### src/rtl/trig_sched_pkg.sv
// Shared constants for the triggered read-burst scheduler: default widths and FSM state encoding.
package trig_sched_pkg;

  localparam int unsigned AW_DEF = 12;
  localparam int unsigned LW_DEF = 8;
  localparam int unsigned GW     = 4;
  localparam int unsigned CW     = 16;

  localparam logic [1:0] ST_IDLE = 2'd0;
  localparam logic [1:0] ST_READ = 2'd1;
  localparam logic [1:0] ST_GAP  = 2'd2;

endpackage

### src/rtl/trig_read_sched_if.sv
// Request/acknowledge bundle between the two burst requesters and the scheduler.
interface trig_read_sched_if
  import trig_sched_pkg::*;
#(
  parameter int unsigned AW = AW_DEF
);

  logic          req0;
  logic          req1;
  logic [AW-1:0] req0_addr;
  logic [AW-1:0] req1_addr;
  logic          ack0;
  logic          ack1;

  modport master (output req0, req1, req0_addr, req1_addr, input ack0, ack1);
  modport slave  (input req0, req1, req0_addr, req1_addr, output ack0, ack1);

endinterface

### src/rtl/trig_read_sched_rr_arb2.sv
// Two-way round-robin arbiter; the pointer moves past the winner only when the grant is accepted.
module rr_arb2 (
  input  logic       clk,
  input  logic       rst,
  input  logic [1:0] i_req,
  input  logic       i_accept,
  output logic [1:0] o_gnt_c
);

  // r_ptr = 1 means requester 1 wins a tie
  logic r_ptr;

  always_comb begin
    o_gnt_c = i_req;
    if (i_req == 2'b11) begin
      o_gnt_c = r_ptr ? 2'b10 : 2'b01;
    end
  end

  always_ff @(posedge clk) begin
    if (rst) begin
      r_ptr <= 1'b0;
    end else if (i_accept) begin
      r_ptr <= o_gnt_c[0];
    end
  end

endmodule

### src/rtl/trig_read_sched.sv
// Triggered read scheduler: grants one of two burst requests, streams consecutive
// read addresses for the latched length, then idles for the latched gap.
module trig_read_sched
  import trig_sched_pkg::*;
#(
  parameter int unsigned AW = AW_DEF,
  parameter int unsigned LW = LW_DEF
) (
  input  logic             clk,
  input  logic             rst,
  input  logic             ena,
  input  logic [LW-1:0]    cfg_len,
  input  logic [GW-1:0]    cfg_gap,
  trig_read_sched_if.slave rd,
  output logic             out_rena,
  output logic [AW-1:0]    out_raddr,
  output logic             busy,
  output logic             done,
  output logic             gnt_id,
  output logic [CW-1:0]    trig_cnt
);

  logic [1:0]    r_state,  w_state_nxt;
  logic [LW-1:0] r_left,   w_left_nxt;
  logic [GW-1:0] r_gap,    w_gap_nxt;
  logic [GW-1:0] r_gleft,  w_gleft_nxt;
  logic          r_rena,   w_rena_nxt;
  logic [AW-1:0] r_raddr,  w_raddr_nxt;
  logic [1:0]    r_ack,    w_ack_nxt;
  logic          r_done,   w_done_nxt;
  logic          r_busy,   w_busy_nxt;
  logic          r_gnt_id, w_gnt_id_nxt;
  logic [CW-1:0] r_cnt,    w_cnt_nxt;

  logic [1:0]    w_req;
  logic [1:0]    w_gnt;
  logic          w_accept;

  assign w_req    = {rd.req1, rd.req0};
  assign w_accept = (r_state == ST_IDLE) && ena && (|w_req);

  rr_arb2 u_arb (
    .clk      (clk),
    .rst      (rst),
    .i_req    (w_req),
    .i_accept (w_accept),
    .o_gnt_c  (w_gnt)
  );

  // Next-state and next-output logic; r_left counts words remaining after the current one
  always_comb begin
    w_state_nxt  = r_state;
    w_left_nxt   = r_left;
    w_gap_nxt    = r_gap;
    w_gleft_nxt  = r_gleft;
    w_rena_nxt   = r_rena;
    w_raddr_nxt  = r_raddr;
    w_ack_nxt    = 2'b00;
    w_done_nxt   = 1'b0;
    w_gnt_id_nxt = r_gnt_id;
    w_cnt_nxt    = r_cnt;

    case (r_state)
      ST_IDLE: begin
        if (w_accept) begin
          w_state_nxt  = ST_READ;
          w_ack_nxt    = w_gnt;
          w_gnt_id_nxt = w_gnt[1];
          w_raddr_nxt  = w_gnt[1] ? rd.req1_addr : rd.req0_addr;
          w_rena_nxt   = 1'b1;
          // length 0 wraps to all-ones, i.e. 2^LW words
          w_left_nxt   = cfg_len - LW'(1);
          w_gap_nxt    = cfg_gap;
          w_cnt_nxt    = r_cnt + CW'(1);
        end
      end
      ST_READ: begin
        if (r_left == '0) begin
          w_rena_nxt = 1'b0;
          w_done_nxt = 1'b1;
          if (r_gap != '0) begin
            w_state_nxt = ST_GAP;
            w_gleft_nxt = r_gap - GW'(1);
          end else begin
            w_state_nxt = ST_IDLE;
          end
        end else begin
          w_left_nxt  = r_left - LW'(1);
          w_raddr_nxt = r_raddr + AW'(1);
        end
      end
      ST_GAP: begin
        if (r_gleft == '0) begin
          w_state_nxt = ST_IDLE;
        end else begin
          w_gleft_nxt = r_gleft - GW'(1);
        end
      end
      default: begin
        w_state_nxt = ST_IDLE;
        w_rena_nxt  = 1'b0;
      end
    endcase

    w_busy_nxt = (w_state_nxt != ST_IDLE);
  end

  always_ff @(posedge clk) begin
    if (rst) begin
      r_state  <= ST_IDLE;
      r_left   <= '0;
      r_gap    <= '0;
      r_gleft  <= '0;
      r_rena   <= 1'b0;
      r_raddr  <= '0;
      r_ack    <= 2'b00;
      r_done   <= 1'b0;
      r_busy   <= 1'b0;
      r_gnt_id <= 1'b0;
      r_cnt    <= '0;
    end else begin
      r_state  <= w_state_nxt;
      r_left   <= w_left_nxt;
      r_gap    <= w_gap_nxt;
      r_gleft  <= w_gleft_nxt;
      r_rena   <= w_rena_nxt;
      r_raddr  <= w_raddr_nxt;
      r_ack    <= w_ack_nxt;
      r_done   <= w_done_nxt;
      r_busy   <= w_busy_nxt;
      r_gnt_id <= w_gnt_id_nxt;
      r_cnt    <= w_cnt_nxt;
    end
  end

  assign rd.ack0   = r_ack[0];
  assign rd.ack1   = r_ack[1];
  assign out_rena  = r_rena;
  assign out_raddr = r_raddr;
  assign busy      = r_busy;
  assign done      = r_done;
  assign gnt_id    = r_gnt_id;
  assign trig_cnt  = r_cnt;

endmodule

### src/flat_wrapper.sv
// flat-port wrapper written by rule: the top's interface ports become plain ports
module trig_read_sched_flat import trig_sched_pkg::*;
#(
  parameter int unsigned AW = AW_DEF,
  parameter int unsigned LW = LW_DEF
)
  (clk, rst, ena, cfg_len, cfg_gap, out_rena, out_raddr, busy, done, gnt_id, trig_cnt, rd_req0, rd_req1, rd_req0_addr, rd_req1_addr, rd_ack0, rd_ack1);
  trig_read_sched_if #(.AW(AW)) rd_i ();
  input  logic clk;
  input  logic rst;
  input  logic ena;
  input  logic [LW-1:0] cfg_len;
  input  logic [GW-1:0] cfg_gap;
  output logic out_rena;
  output logic [AW-1:0] out_raddr;
  output logic busy;
  output logic done;
  output logic gnt_id;
  output logic [CW-1:0] trig_cnt;
  input wire logic [$bits(rd_i.req0)-1:0] rd_req0;
  input wire logic [$bits(rd_i.req1)-1:0] rd_req1;
  input wire logic [$bits(rd_i.req0_addr)-1:0] rd_req0_addr;
  input wire logic [$bits(rd_i.req1_addr)-1:0] rd_req1_addr;
  output wire logic [$bits(rd_i.ack0)-1:0] rd_ack0;
  output wire logic [$bits(rd_i.ack1)-1:0] rd_ack1;
  assign rd_i.req0 = rd_req0;
  assign rd_i.req1 = rd_req1;
  assign rd_i.req0_addr = rd_req0_addr;
  assign rd_i.req1_addr = rd_req1_addr;
  assign rd_ack0 = rd_i.ack0;
  assign rd_ack1 = rd_i.ack1;
  trig_read_sched #(.AW(AW), .LW(LW)) u_core (.clk(clk), .rst(rst), .ena(ena), .cfg_len(cfg_len), .cfg_gap(cfg_gap), .rd(rd_i), .out_rena(out_rena), .out_raddr(out_raddr), .busy(busy), .done(done), .gnt_id(gnt_id), .trig_cnt(trig_cnt));
endmodule
### config.mk
export PLATFORM = sky130hd
export DESIGN_NAME = trig_read_sched_flat
export DESIGN_NICKNAME = d
export VERILOG_FILES = /design/src/rtl/trig_sched_pkg.sv /design/src/rtl/trig_read_sched_if.sv /design/src/rtl/trig_read_sched_rr_arb2.sv /design/src/rtl/trig_read_sched.sv /design/src/flat_wrapper.sv
export SDC_FILE = /design/constraint.sdc
export NUM_CORES = 1
export LEC_CHECK = 0
export ABC_AREA = 1
export ABC_CLOCK_PERIOD_IN_PS = 2700
export CORE_ASPECT_RATIO = 0.7
export CORE_MARGIN = 10
export CORE_UTILIZATION = 45
export DETAILED_ROUTE_END_ITERATION = 10
export PLACE_DENSITY = 0.74
export REMOVE_ABC_BUFFERS = 1
export SLEW_MARGIN = 15
export SYNTH_ARGS = -nofsm -noshare
export SYNTH_HDL_FRONTEND = slang
export SYNTH_SLANG_ARGS = --single-unit
### constraint.sdc
create_clock -name clk -period 2.7 [get_ports clk]
set_input_delay 0.81 -clock clk [delete_from_list [all_inputs] [get_ports clk]]
set_output_delay 0.81 -clock clk [all_outputs]
set_load 0.02 [all_outputs]
Yosys cells after proc, flatten, opt, wreduce, memory -nomap -nowiden

Index checks and enable logic that the tools add are counted.
W data, S select, Z words.

Register bits after elaboration: 53
Latch bits: 0
Bits in writable memories: 0
Bits in read-only memories: 0
Input bits: 41
Output and inout bits: 34
Logic and storage cells: 68
Memories: 0

Add/sub/neg operators: 6
Multipliers: 0
Div/mod/pow operators: 0
$lt $le $gt $ge: 0
Eq/ne operators: 8
Shift operators: 0
Mux-type cells: 22
Bitwise gates (word level): 4
Reduce and logical (&&, ||, !) cells: 16

Operator list:

| cell                    | count |
|---|---|
| $mux W12                | 3 |
| $pmux W12 S2            | 1 |
| $add A16 B1 Y16 const B | 1 |
| $mux W8                 | 2 |
| $pmux W8 S2             | 1 |
| $sub A8 B1 Y8 const B   | 2 |
| $add A12 B1 Y12 const B | 1 |
| $mux W2                 | 6 |
| $mux W4                 | 3 |
| $logic_not A8 Y1        | 1 |
| $pmux W4 S2             | 1 |
| $sub A4 B1 Y4 const B   | 2 |
| $ne A2 B2 Y1 const B    | 3 |
| $pmux W2 S3             | 1 |
| $reduce_and A3 Y1       | 2 |
| $reduce_bool A2 Y1      | 3 |
| $eq A2 B2 Y1 const B    | 2 |
| $logic_not A4 Y1        | 1 |
| $ne A2 B1 Y1 const B    | 2 |
| $not A1 Y1              | 4 |
| $reduce_and A4 Y1       | 1 |
| $reduce_bool A4 Y1      | 1 |
| $reduce_or A2 Y1        | 2 |
| $mux W1                 | 3 |
| 6 further kinds         | 7 |

Depth between registers and ports, before layout

Gate-level depths: netlist of the first run.

Depth after elaboration: 6
Gate-level depth with buffers: 13

By module

From an unflattened synthesis of the first run, not the netlist that was laid out.

Cell total of the unflattened synthesis: 496
Area, all modules: 3211.8 µm²

By module, submodules not included:

| module          | times used | cells each | area an instance (µm²) |
|---|---|---|---|
| trig_read_sched | 1          | 485        | 3150.5 |
| rr_arb2         | 1          | 11         | 61.3 |

Least setup slack after synthesis of the first run

Ideal clock, no wire load.

Path kind: input to register
From: in rd_req0
To: reg u_core.r_cnt[12], in the netlist u_core.trig_cnt[12]
Setup time: 116 ps
Arrival time: 1627 ps
Required time: 2584 ps
Setup slack: 957 ps
Cell stages on the path: 9
Path buffers: 0
Cell sequence: inv_1 nand2_1 nand2_1 nor2_8 nand2_2 nor2_4 nand2_1 o21ai_0 nor2_1

Word-level cells in the longest chain between the ends: 3

RTL lines:

| element                     | RTL line               | text |
|---|---|---|
| start: declaration          | flat_wrapper.sv:20     | `input wire logic [$bits(rd_i.req0)-1:0] rd_req0;` |
| $reduce_or A2 Y1            | trig_read_sched.sv:40  | `assign w_accept = (r_state == ST_IDLE) && ena && (\|w_req);` |
| $logic_and A1 B1 Y1         | trig_read_sched.sv:40  |  |
| $reduce_and A2 Y1 (no line) | n/a                    |  |
| end signal: assignment      | trig_read_sched.sv:132 | `r_cnt <= w_cnt_nxt;` |
| end: declaration            | trig_read_sched.sv:33  | `logic [CW-1:0] r_cnt, w_cnt_nxt;` |

Every way passes these cells.
A chain may end at the register's enable or synchronous reset.

Worst setup path after layout of the first run

From: reg u_core.r_raddr[4], in the netlist u_core.out_raddr[4]
To: out out_raddr[4]

RTL lines:

| element                  | RTL line               | text |
|---|---|---|
| start: declaration       | trig_read_sched.sv:28  | `logic [AW-1:0] r_raddr, w_raddr_nxt;` |
| start signal: assignment | trig_read_sched.sv:127 | `r_raddr <= w_raddr_nxt;` |
| end: declaration         | flat_wrapper.sv:15     | `output logic [AW-1:0] out_raddr;` |

No word-level cell between the ends.

==> results of run 1 <==
-- cell usage after synthesis, types with 2 or more instances --
cell,instances,area [um2]
inv_1,57,214
o21ai_4,2,32.5
nand2_1,100,375
dfxtp_1,53,1060
nand4_1,9,56.3
buf_6,2,22.5
nor2_4,4,45.0
nor3_1,7,35.0
xnor2_1,2,17.5
o21ai_0,49,245
nor2_1,81,304
nand2_2,10,62.6
inv_4,2,12.5
clkbuf_1,5,18.8
o22ai_1,2,12.5
xor2_1,4,35.0
buf_2,2,10.0
ha_1,4,50.1
buf_4,5,37.5
nand3_1,37,185
a21oi_1,23,115
-- power breakdown --
group / switching [mW] / internal (mW) / leakage (nW)
Combinational: 0.435 / 0.297 / 1.18
Sequential: 0.0770 / 0.863 / 0.434
Clock: 0.271 / 0.184 / 0.0374
-- cells in the final DEF (no fill, tap or decap), types with 2 or more instances in the layout --
cell type and count:
a21oi_1 23, buf_4 7, clkbuf_8 5, clkdlybuf4s50_1 74, clkinvlp_4 2, dfxtp_1 53, ha_1 4, inv_1 57
inv_4 2, nand2_1 100, nand2_2 10, nand3_1 37, nand4_1 9, nor2_1 81, nor2_4 4, nor3_1 7
o21ai_0 49, o21ai_4 2, o22ai_1 2, xnor2_1 2, xor2_1 4
-- sequential cells by signal, summed over array words and instances, names as in the netlist --
| signal | cells |
|---|---|
| u_core.trig_cnt | 16 |
| u_core.r_gap | 4 |
| u_core.out_rena | 1 |
| u_core.gnt_id | 1 |
| u_core.r_state | 2 |
| u_core.busy | 1 |
| u_core.done | 1 |
| u_core.u_arb.r_ptr | 1 |
| u_core.out_raddr | 12 |
| u_core.r_gleft | 4 |
| u_core.r_left | 8 |
| u_core.r_ack | 2 |
-- worst paths after layout --
check | slack (ns) | to | cells after the start | from
hold reg to reg | 0.47 | u_core.r_left[2] | 2 | u_core.r_left[2]
hold / removal | 0.47 | u_core.r_left[2] | 2 | u_core.r_left[2]
setup / recovery | 0.47 | out_raddr[4] | 1 | u_core.out_raddr[4]
setup reg to reg | 0.79 | u_core.r_left[6] | 10 | u_core.r_state[0]
-- logic make-up after synthesis --
logic type | after synthesis
simple gates | 255
compound gates | 83
buf+inv | 75
flops | 53
xor+xnor | 6
fa+ha+maj | 4
-- worst reg2reg max path, delay by kind of cell, from the launching register on --
family / cells / cell delay (ns)
AO/OA/AOI/OAI: 1 / 0.24
adder cells (fa/ha/maj): 1 / 0.20
buffers and inverters: 1 / 0.03
flip-flops: 1 / 0.68
AND/OR/NAND/NOR: 7 / 0.66
-- area by class of cell --
| class | instances | area, um2 |
|---|---|---|
| Fill cell | 628 | 2730 |
| Multi-Input combinational cell | 348 | 1710 |
| Inverter | 60 | 230 |
| Tap cell | 94 | 118 |
| Timing Repair Buffer | 81 | 793 |
| Sequential cell | 53 | 1060 |
| Clock inverter | 2 | 15.0 |
| Clock buffer | 6 | 72.6 |
-- per-layer routing --
layer,GRT usage,up-vias,share of wire
li1,-,1672,-
met5,0,-,0
met1,0.200,1449,0.46
met3,0.0505,10,0.077
met4,0.0218,0,0.0069
met2,0.266,104,0.46
-- stage by stage --
step / instances / hold slack [ns] / setup slack (ns) / utilization
floorplan: 461 / 0.439 / 0.797 / -
global placement: 636 / 0.452 / 0.229 / 0.582
detailed placement: 636 / 0.453 / 0.163 / 0.582
CTS: 644 / 0.472 / 0.470 / 0.595
global route: 644 / 0.499 / 0.346 / 0.595
finish: 644 / 0.471 / 0.469 / 0.595
==> impl_metrics.prom, run 1 <==
# TYPE chip_impl_metric gauge
chip_impl_info{name="status",value="complete, no violations"} 1
chip_impl_metric{name="post_drt_wl_per_cell",unit="um"} 13.3
chip_impl_metric{name="clock_insertion_delay_worst_skew",unit="ns"} 0.31
chip_impl_info{name="path_delay_family",value="buffers and inverters"} 1
chip_impl_metric{name="total_routing_usage_gr",unit=""} 0.159
chip_impl_metric{name="cp_data_required_time",unit="ns"} 1.89
chip_impl_info{name="worstPathCellList",value="clkdlybuf4s50_1"} 1
chip_impl_metric{name="die_extent_in_x",unit="um"} 119
chip_impl_info{name="dominantRegCellSynth",value="dfxtp_1"} 1
chip_impl_info{name="clockRootBuffer",value="clkbuf_8"} 1
chip_impl_metric{name="arrival",unit="ns"} 1.42
chip_impl_metric{name="maxClockFrequency",unit="MHz"} 448
chip_impl_metric{name="area_of_the_die",unit="mm2"} 0.0107
chip_impl_info{name="crit_path_top_delay_cell",value="clkdlybuf4s50_1"} 1
chip_impl_metric{name="post-route-min-period",unit="ns"} 2.23
chip_impl_metric{name="async_set_or_reset_register_ratio_after_synthesis",unit=""} 0
chip_impl_info{name="min_path_type",value="flop to flop"} 1
chip_impl_metric{name="final_nets",unit=""} 594
chip_impl_metric{name="setup-tns-final",unit="ns"} 0
chip_impl_metric{name="post_synth_num_cell_types",unit=""} 37
chip_impl_metric{name="worst-slew-pin-transition",unit="ns"} 0.545
chip_impl_metric{name="area_of_the_core",unit="mm2"} 0.00673
chip_impl_metric{name="first_pass_iters",unit=""} 5
chip_impl_metric{name="worst_clock_skew",unit="ns"} 0.00786
chip_impl_metric{name="syn_area",unit="mm2"} 0.00311
chip_impl_metric{name="stdcell_area",unit="mm2"} 0.00400
chip_impl_metric{name="power_density",unit="mW/mm2"} 532
chip_impl_metric{name="detailedPlacementHpwl",unit="um"} 6380
chip_impl_info{name="cts_tree",value="built"} 1
chip_impl_metric{name="hold_viol_final",unit=""} 0
chip_impl_metric{name="slew_headroom",unit=""} 0.636
chip_impl_metric{name="clock-sinks",unit=""} 53
chip_impl_info{name="timing_worst_setup_path_type",value="flop to output port"} 1
chip_impl_metric{name="worstPathBufferInverterCount",unit=""} 1
chip_impl_info{name="synth_top_family_by_area",value="simple AND/OR/NAND/NOR gates"} 1
chip_impl_metric{name="finalWirelength",unit="um"} 8530
chip_impl_metric{name="finalWeightedCongestion",unit=""} 0.837
chip_impl_metric{name="synth.mux.area_fraction",unit=""} 0
chip_impl_metric{name="yosys_warnings",unit=""} 0
chip_impl_metric{name="initial_utilization",unit=""} 0.462
chip_impl_metric{name="routed-via-count",unit=""} 3235
chip_impl_metric{name="total_power",unit="mW"} 2.13
chip_impl_metric{name="first_global_vias",unit=""} 3085
chip_impl_metric{name="clkSlewWorstSetupHoldPaths",unit="ns"} 0.10
chip_impl_metric{name="io-pin-count",unit=""} 75
chip_impl_metric{name="min_period_over_period",unit=""} 0.826
chip_impl_metric{name="cts_hold_buffers",unit=""} 0
chip_impl_metric{name="timing.critical_path.slowest_cell_delay",unit="ns"} 0.66
chip_impl_metric{name="timing.critical_path.fanout_max",unit=""} 6
chip_impl_info{name="rsz_0062_raised_after_global_routing",value="false"} 1
chip_impl_metric{name="postSynthCellCount",unit=""} 476
chip_impl_metric{name="sequential_share_of_the_synthesized_area",unit=""} 0.341
chip_impl_metric{name="timing.final.setup_violations",unit=""} 0
chip_impl_metric{name="grt.overflow.total",unit=""} 0
chip_impl_metric{name="synth_area_per_cell",unit="um2"} 6.53
chip_impl_metric{name="cts_made_buffers",unit=""} 5
chip_impl_metric{name="power.ir.vdd_worst",unit="mV"} 0.304
chip_impl_metric{name="synth_xor_area_frac",unit=""} 0.0169
chip_impl_metric{name="synthSimpleGateAreaFrac",unit=""} 0.370
chip_impl_metric{name="antenna_violations_before_repair",unit=""} 0
chip_impl_metric{name="drt-vias-per-instance",unit=""} 5.02
chip_impl_metric{name="remaining_drc_errors",unit=""} 0
chip_impl_metric{name="drv_cap",unit=""} 0
chip_impl_info{name="critical_path.startpoint_type",value="flop"} 1
chip_impl_metric{name="detailedRoute.firstIterationViolations",unit=""} 264
chip_impl_metric{name="p_leak",unit="nW"} 1.65
chip_impl_metric{name="ant_nets",unit=""} 0
chip_impl_metric{name="maximum_number_of_pins_on_one_net_before_global_route_repair",unit=""} 27
chip_impl_metric{name="number_of_enable_flip_flop_cells_after_synthesis",unit=""} 0
chip_impl_metric{name="die_h",unit="um"} 89.5
chip_impl_metric{name="htree_num_levels",unit=""} 2
chip_impl_metric{name="numPortBuffers",unit=""} 74
chip_impl_metric{name="synth_compound_gate_area_share",unit=""} 0.146
chip_impl_metric{name="cts_setup_buffers",unit=""} 0
chip_impl_metric{name="final_layout_size_suffix_gt1_frac",unit=""} 0.0691
chip_impl_info{name="timing.critical_path.to_type",value="output port"} 1
chip_impl_metric{name="clk_path_buf_depth",unit=""} 2
chip_impl_metric{name="synth.ff_latch_count",unit=""} 53
chip_impl_metric{name="adder_cell_area_share_of_the_yosys_netlist",unit=""} 0.0161
chip_impl_metric{name="cts-resized-gates",unit=""} 0
chip_impl_metric{name="slew_viol_final",unit=""} 0
chip_impl_metric{name="floorplan.rows",unit=""} 25
chip_impl_metric{name="diodes",unit=""} 0
chip_impl_metric{name="grt_first_pass_wirelength",unit="um"} 14300
chip_impl_metric{name="detailed_place.area",unit="mm2"} 0.00391
chip_impl_metric{name="syn2layout_area_growth",unit="%"} 28.6
No activity file was read; power rests on OpenSTA's default activity.
==> run 2, diff against run 1 <==
ABC_CLOCK_PERIOD_IN_PS = 2350   (was 2700)
clock period = 2.35 ns   (was 2.7 ns; I/O delays follow)
==> run 2 against run 1 <==
Critical path type unchanged. Register-to-register slack worse by 0.32 ns. Via count grew 0.19%. Utilization increased by 1.2 points. Critical endpoint is now out_raddr[6]. Clock skew up 0.0026 ns. Worst hold slack worse by 0.0014 ns. Combinational power rose by 20%. Largest power group unchanged.
==> impl_metrics.prom, run 2 (same netlist as run 1, synthesis figures left out) <==
# TYPE chip_impl_metric gauge
chip_impl_info{name="status",value="complete, no violations"} 1
chip_impl_metric{name="timing.critical_path.slowest_cell_delay",unit="ns"} 0.65
chip_impl_metric{name="timing.final.setup_violations",unit=""} 0
chip_impl_info{name="clockRootBuffer",value="clkbuf_8"} 1
chip_impl_info{name="r2r_start",value="u_core.r_state[0]"} 1
chip_impl_metric{name="final_layout_size_suffix_gt1_frac",unit=""} 0.0758
chip_impl_metric{name="clock-sinks",unit=""} 53
chip_impl_metric{name="post_drt_wl_per_cell",unit="um"} 13.2
chip_impl_metric{name="antenna_violations_before_repair",unit=""} 0
chip_impl_metric{name="p_leak",unit="nW"} 1.70
chip_impl_metric{name="cts_hold_buffers",unit=""} 0
chip_impl_metric{name="grt_util_met1",unit=""} 0.204
chip_impl_info{name="commonest_non_fill_non_tap_cell_in_the_layout",value="nand2_1"} 1
chip_impl_metric{name="min_period_over_period",unit=""} 0.902
chip_impl_metric{name="detailedRoute.firstIterationViolations",unit=""} 197
chip_impl_metric{name="setup-tns-final",unit="ns"} 0
chip_impl_info{name="worst_r2r_endpoint",value="u_core.r_left[6]"} 1
chip_impl_metric{name="final_nets",unit=""} 598
chip_impl_metric{name="htree_num_levels",unit=""} 2
chip_impl_info{name="rsz_0062_raised_after_global_routing",value="false"} 1
chip_impl_metric{name="die_h",unit="um"} 89.5
chip_impl_info{name="timing.critical_path.to_type",value="output port"} 1
chip_impl_metric{name="worst_clock_skew",unit="ns"} 0.0105
chip_impl_metric{name="timing.reg2reg.worst_path_depth",unit=""} 10
chip_impl_metric{name="finalWeightedCongestion",unit=""} 0.854
chip_impl_metric{name="remaining_drc_errors",unit=""} 0
chip_impl_metric{name="area_of_the_die",unit="mm2"} 0.0107
chip_impl_metric{name="grt_use_met3",unit=""} 0.0479
chip_impl_metric{name="first_global_vias",unit=""} 3002
chip_impl_info{name="min_path_type",value="flop to flop"} 1
chip_impl_metric{name="post-route-min-period",unit="ns"} 2.12
chip_impl_info{name="critical_path.startpoint_type",value="flop"} 1
chip_impl_metric{name="grt.overflow.total",unit=""} 0
chip_impl_info{name="crit_path_top_delay_cell",value="clkdlybuf4s50_1"} 1
chip_impl_metric{name="finalWirelength",unit="um"} 8550
chip_impl_metric{name="slew_headroom",unit=""} 0.650
chip_impl_metric{name="total_routing_usage_gr",unit=""} 0.161
chip_impl_metric{name="detailedPlacementHpwl",unit="um"} 6520
chip_impl_metric{name="slew_viol_final",unit=""} 0
chip_impl_metric{name="io-pin-count",unit=""} 75
chip_impl_metric{name="die_extent_in_x",unit="um"} 119
chip_impl_metric{name="cts-resized-gates",unit=""} 0
chip_impl_info{name="hold_start",value="u_core.r_left[2]"} 1
chip_impl_metric{name="min_path_cells",unit=""} 2
chip_impl_metric{name="hold_viol_final",unit=""} 0
chip_impl_metric{name="first_pass_iters",unit=""} 4
chip_impl_info{name="hold_end",value="u_core.r_left[2]"} 1
chip_impl_metric{name="cts_made_buffers",unit=""} 5
chip_impl_metric{name="diodes",unit=""} 0
chip_impl_metric{name="routed-via-count",unit=""} 3241
chip_impl_info{name="path_delay_family",value="buffers and inverters"} 1
chip_impl_metric{name="power_density",unit="mW/mm2"} 636
chip_impl_metric{name="total_power",unit="mW"} 2.59
chip_impl_metric{name="initial_utilization",unit=""} 0.462
chip_impl_metric{name="area_of_the_core",unit="mm2"} 0.00673
chip_impl_metric{name="power.ir.vdd_worst",unit="mV"} 0.320
chip_impl_info{name="final_cell_mix",value="100 x nand2_1, 81 x nor2_1, 74 x clkdlybuf4s50_1, 57 x inv_1, 53 x dfxtp_1"} 1
chip_impl_metric{name="syn2layout_area_growth",unit="%"} 31.1
chip_impl_metric{name="timing.critical_path.fanout_max",unit=""} 7
chip_impl_metric{name="floorplan.rows",unit=""} 25
chip_impl_metric{name="drt-vias-per-instance",unit=""} 5.00
chip_impl_metric{name="worstPathBufferInverterCount",unit=""} 1
chip_impl_metric{name="detailed_place.area",unit="mm2"} 0.00397
chip_impl_metric{name="clkSlewWorstSetupHoldPaths",unit="ns"} 0.09
chip_impl_metric{name="maxClockFrequency",unit="MHz"} 472
chip_impl_metric{name="grt_use_met2",unit=""} 0.262
chip_impl_metric{name="grt_first_pass_wirelength",unit="um"} 14200
chip_impl_metric{name="largest_register_ff_count",unit=""} 16
chip_impl_metric{name="ant_nets",unit=""} 0
chip_impl_metric{name="cp_data_required_time",unit="ns"} 1.64
chip_impl_metric{name="stdcell_area",unit="mm2"} 0.00408
chip_impl_info{name="worstPathCellList",value="clkdlybuf4s50_1"} 1
chip_impl_metric{name="clk_path_buf_depth",unit=""} 2
chip_impl_metric{name="ff2ff_setup_slack",unit="ns"} 0.47
chip_impl_metric{name="arrival",unit="ns"} 1.41
chip_impl_metric{name="worst-slew-pin-transition",unit="ns"} 0.525
chip_impl_metric{name="clock_insertion_delay_worst_skew",unit="ns"} 0.31
chip_impl_metric{name="drv_cap",unit=""} 0
chip_impl_info{name="timing_worst_setup_path_type",value="flop to output port"} 1
chip_impl_metric{name="numPortBuffers",unit=""} 74
chip_impl_metric{name="cts_setup_buffers",unit=""} 0
chip_impl_metric{name="maximum_number_of_pins_on_one_net_before_global_route_repair",unit=""} 27
chip_impl_info{name="globalRoute.busiestLayer",value="met2"} 1
chip_impl_info{name="cts_tree",value="built"} 1
run 2: layout make-up:
class / count / area [um2]
Fill cell: 648 / 2650
Multi-Input combinational cell: 348 / 1710
Sequential cell: 53 / 1060
Timing Repair Buffer: 85 / 848
Inverter: 60 / 230
Tap cell: 94 / 118
Clock buffer: 6 / 72.6
Clock inverter: 2 / 38.8
run 2: through the flow:
stage	util	setup WS, ns	hold slack [ns]	cells
detailed placement	0.590	0.0338	0.448	640
finish	0.606	0.230	0.469	648
global placement	0.590	0.0790	0.452	640
global route	0.606	0.177	0.493	648
floorplan	-	0.552	0.439	461
CTS	0.606	0.214	0.472	648
run 2: worst max path at each step:
stage                               end  depth (start not counted)                 from  slack (ns)
finish                     out_raddr[6]                          1  u_core.out_raddr[6]        0.23
CTS                        out_raddr[6]                          1  u_core.out_raddr[6]        0.21
global placement    u_core.trig_cnt[12]                         10              rd_req0        0.08
detailed placement  u_core.trig_cnt[10]                         10              rd_req0        0.03
global route               out_raddr[6]                          1  u_core.out_raddr[6]        0.18
floorplan           u_core.out_raddr[8]                          7              rd_req0        0.55
run 2: power breakdown:
part	total [mW]	switching (mW)	internal [mW]
Sequential	1.08	0.0873	0.991
Combinational	0.876	0.507	0.369
Clock	0.637	0.317	0.321
run 2: routing by layer:
layer | part of all wire | up-vias
met4 | 0.013 | 0
li1 | - | 1679
met2 | 0.45 | 105
met3 | 0.075 | 10
met1 | 0.47 | 1447
met5 | 0 | -
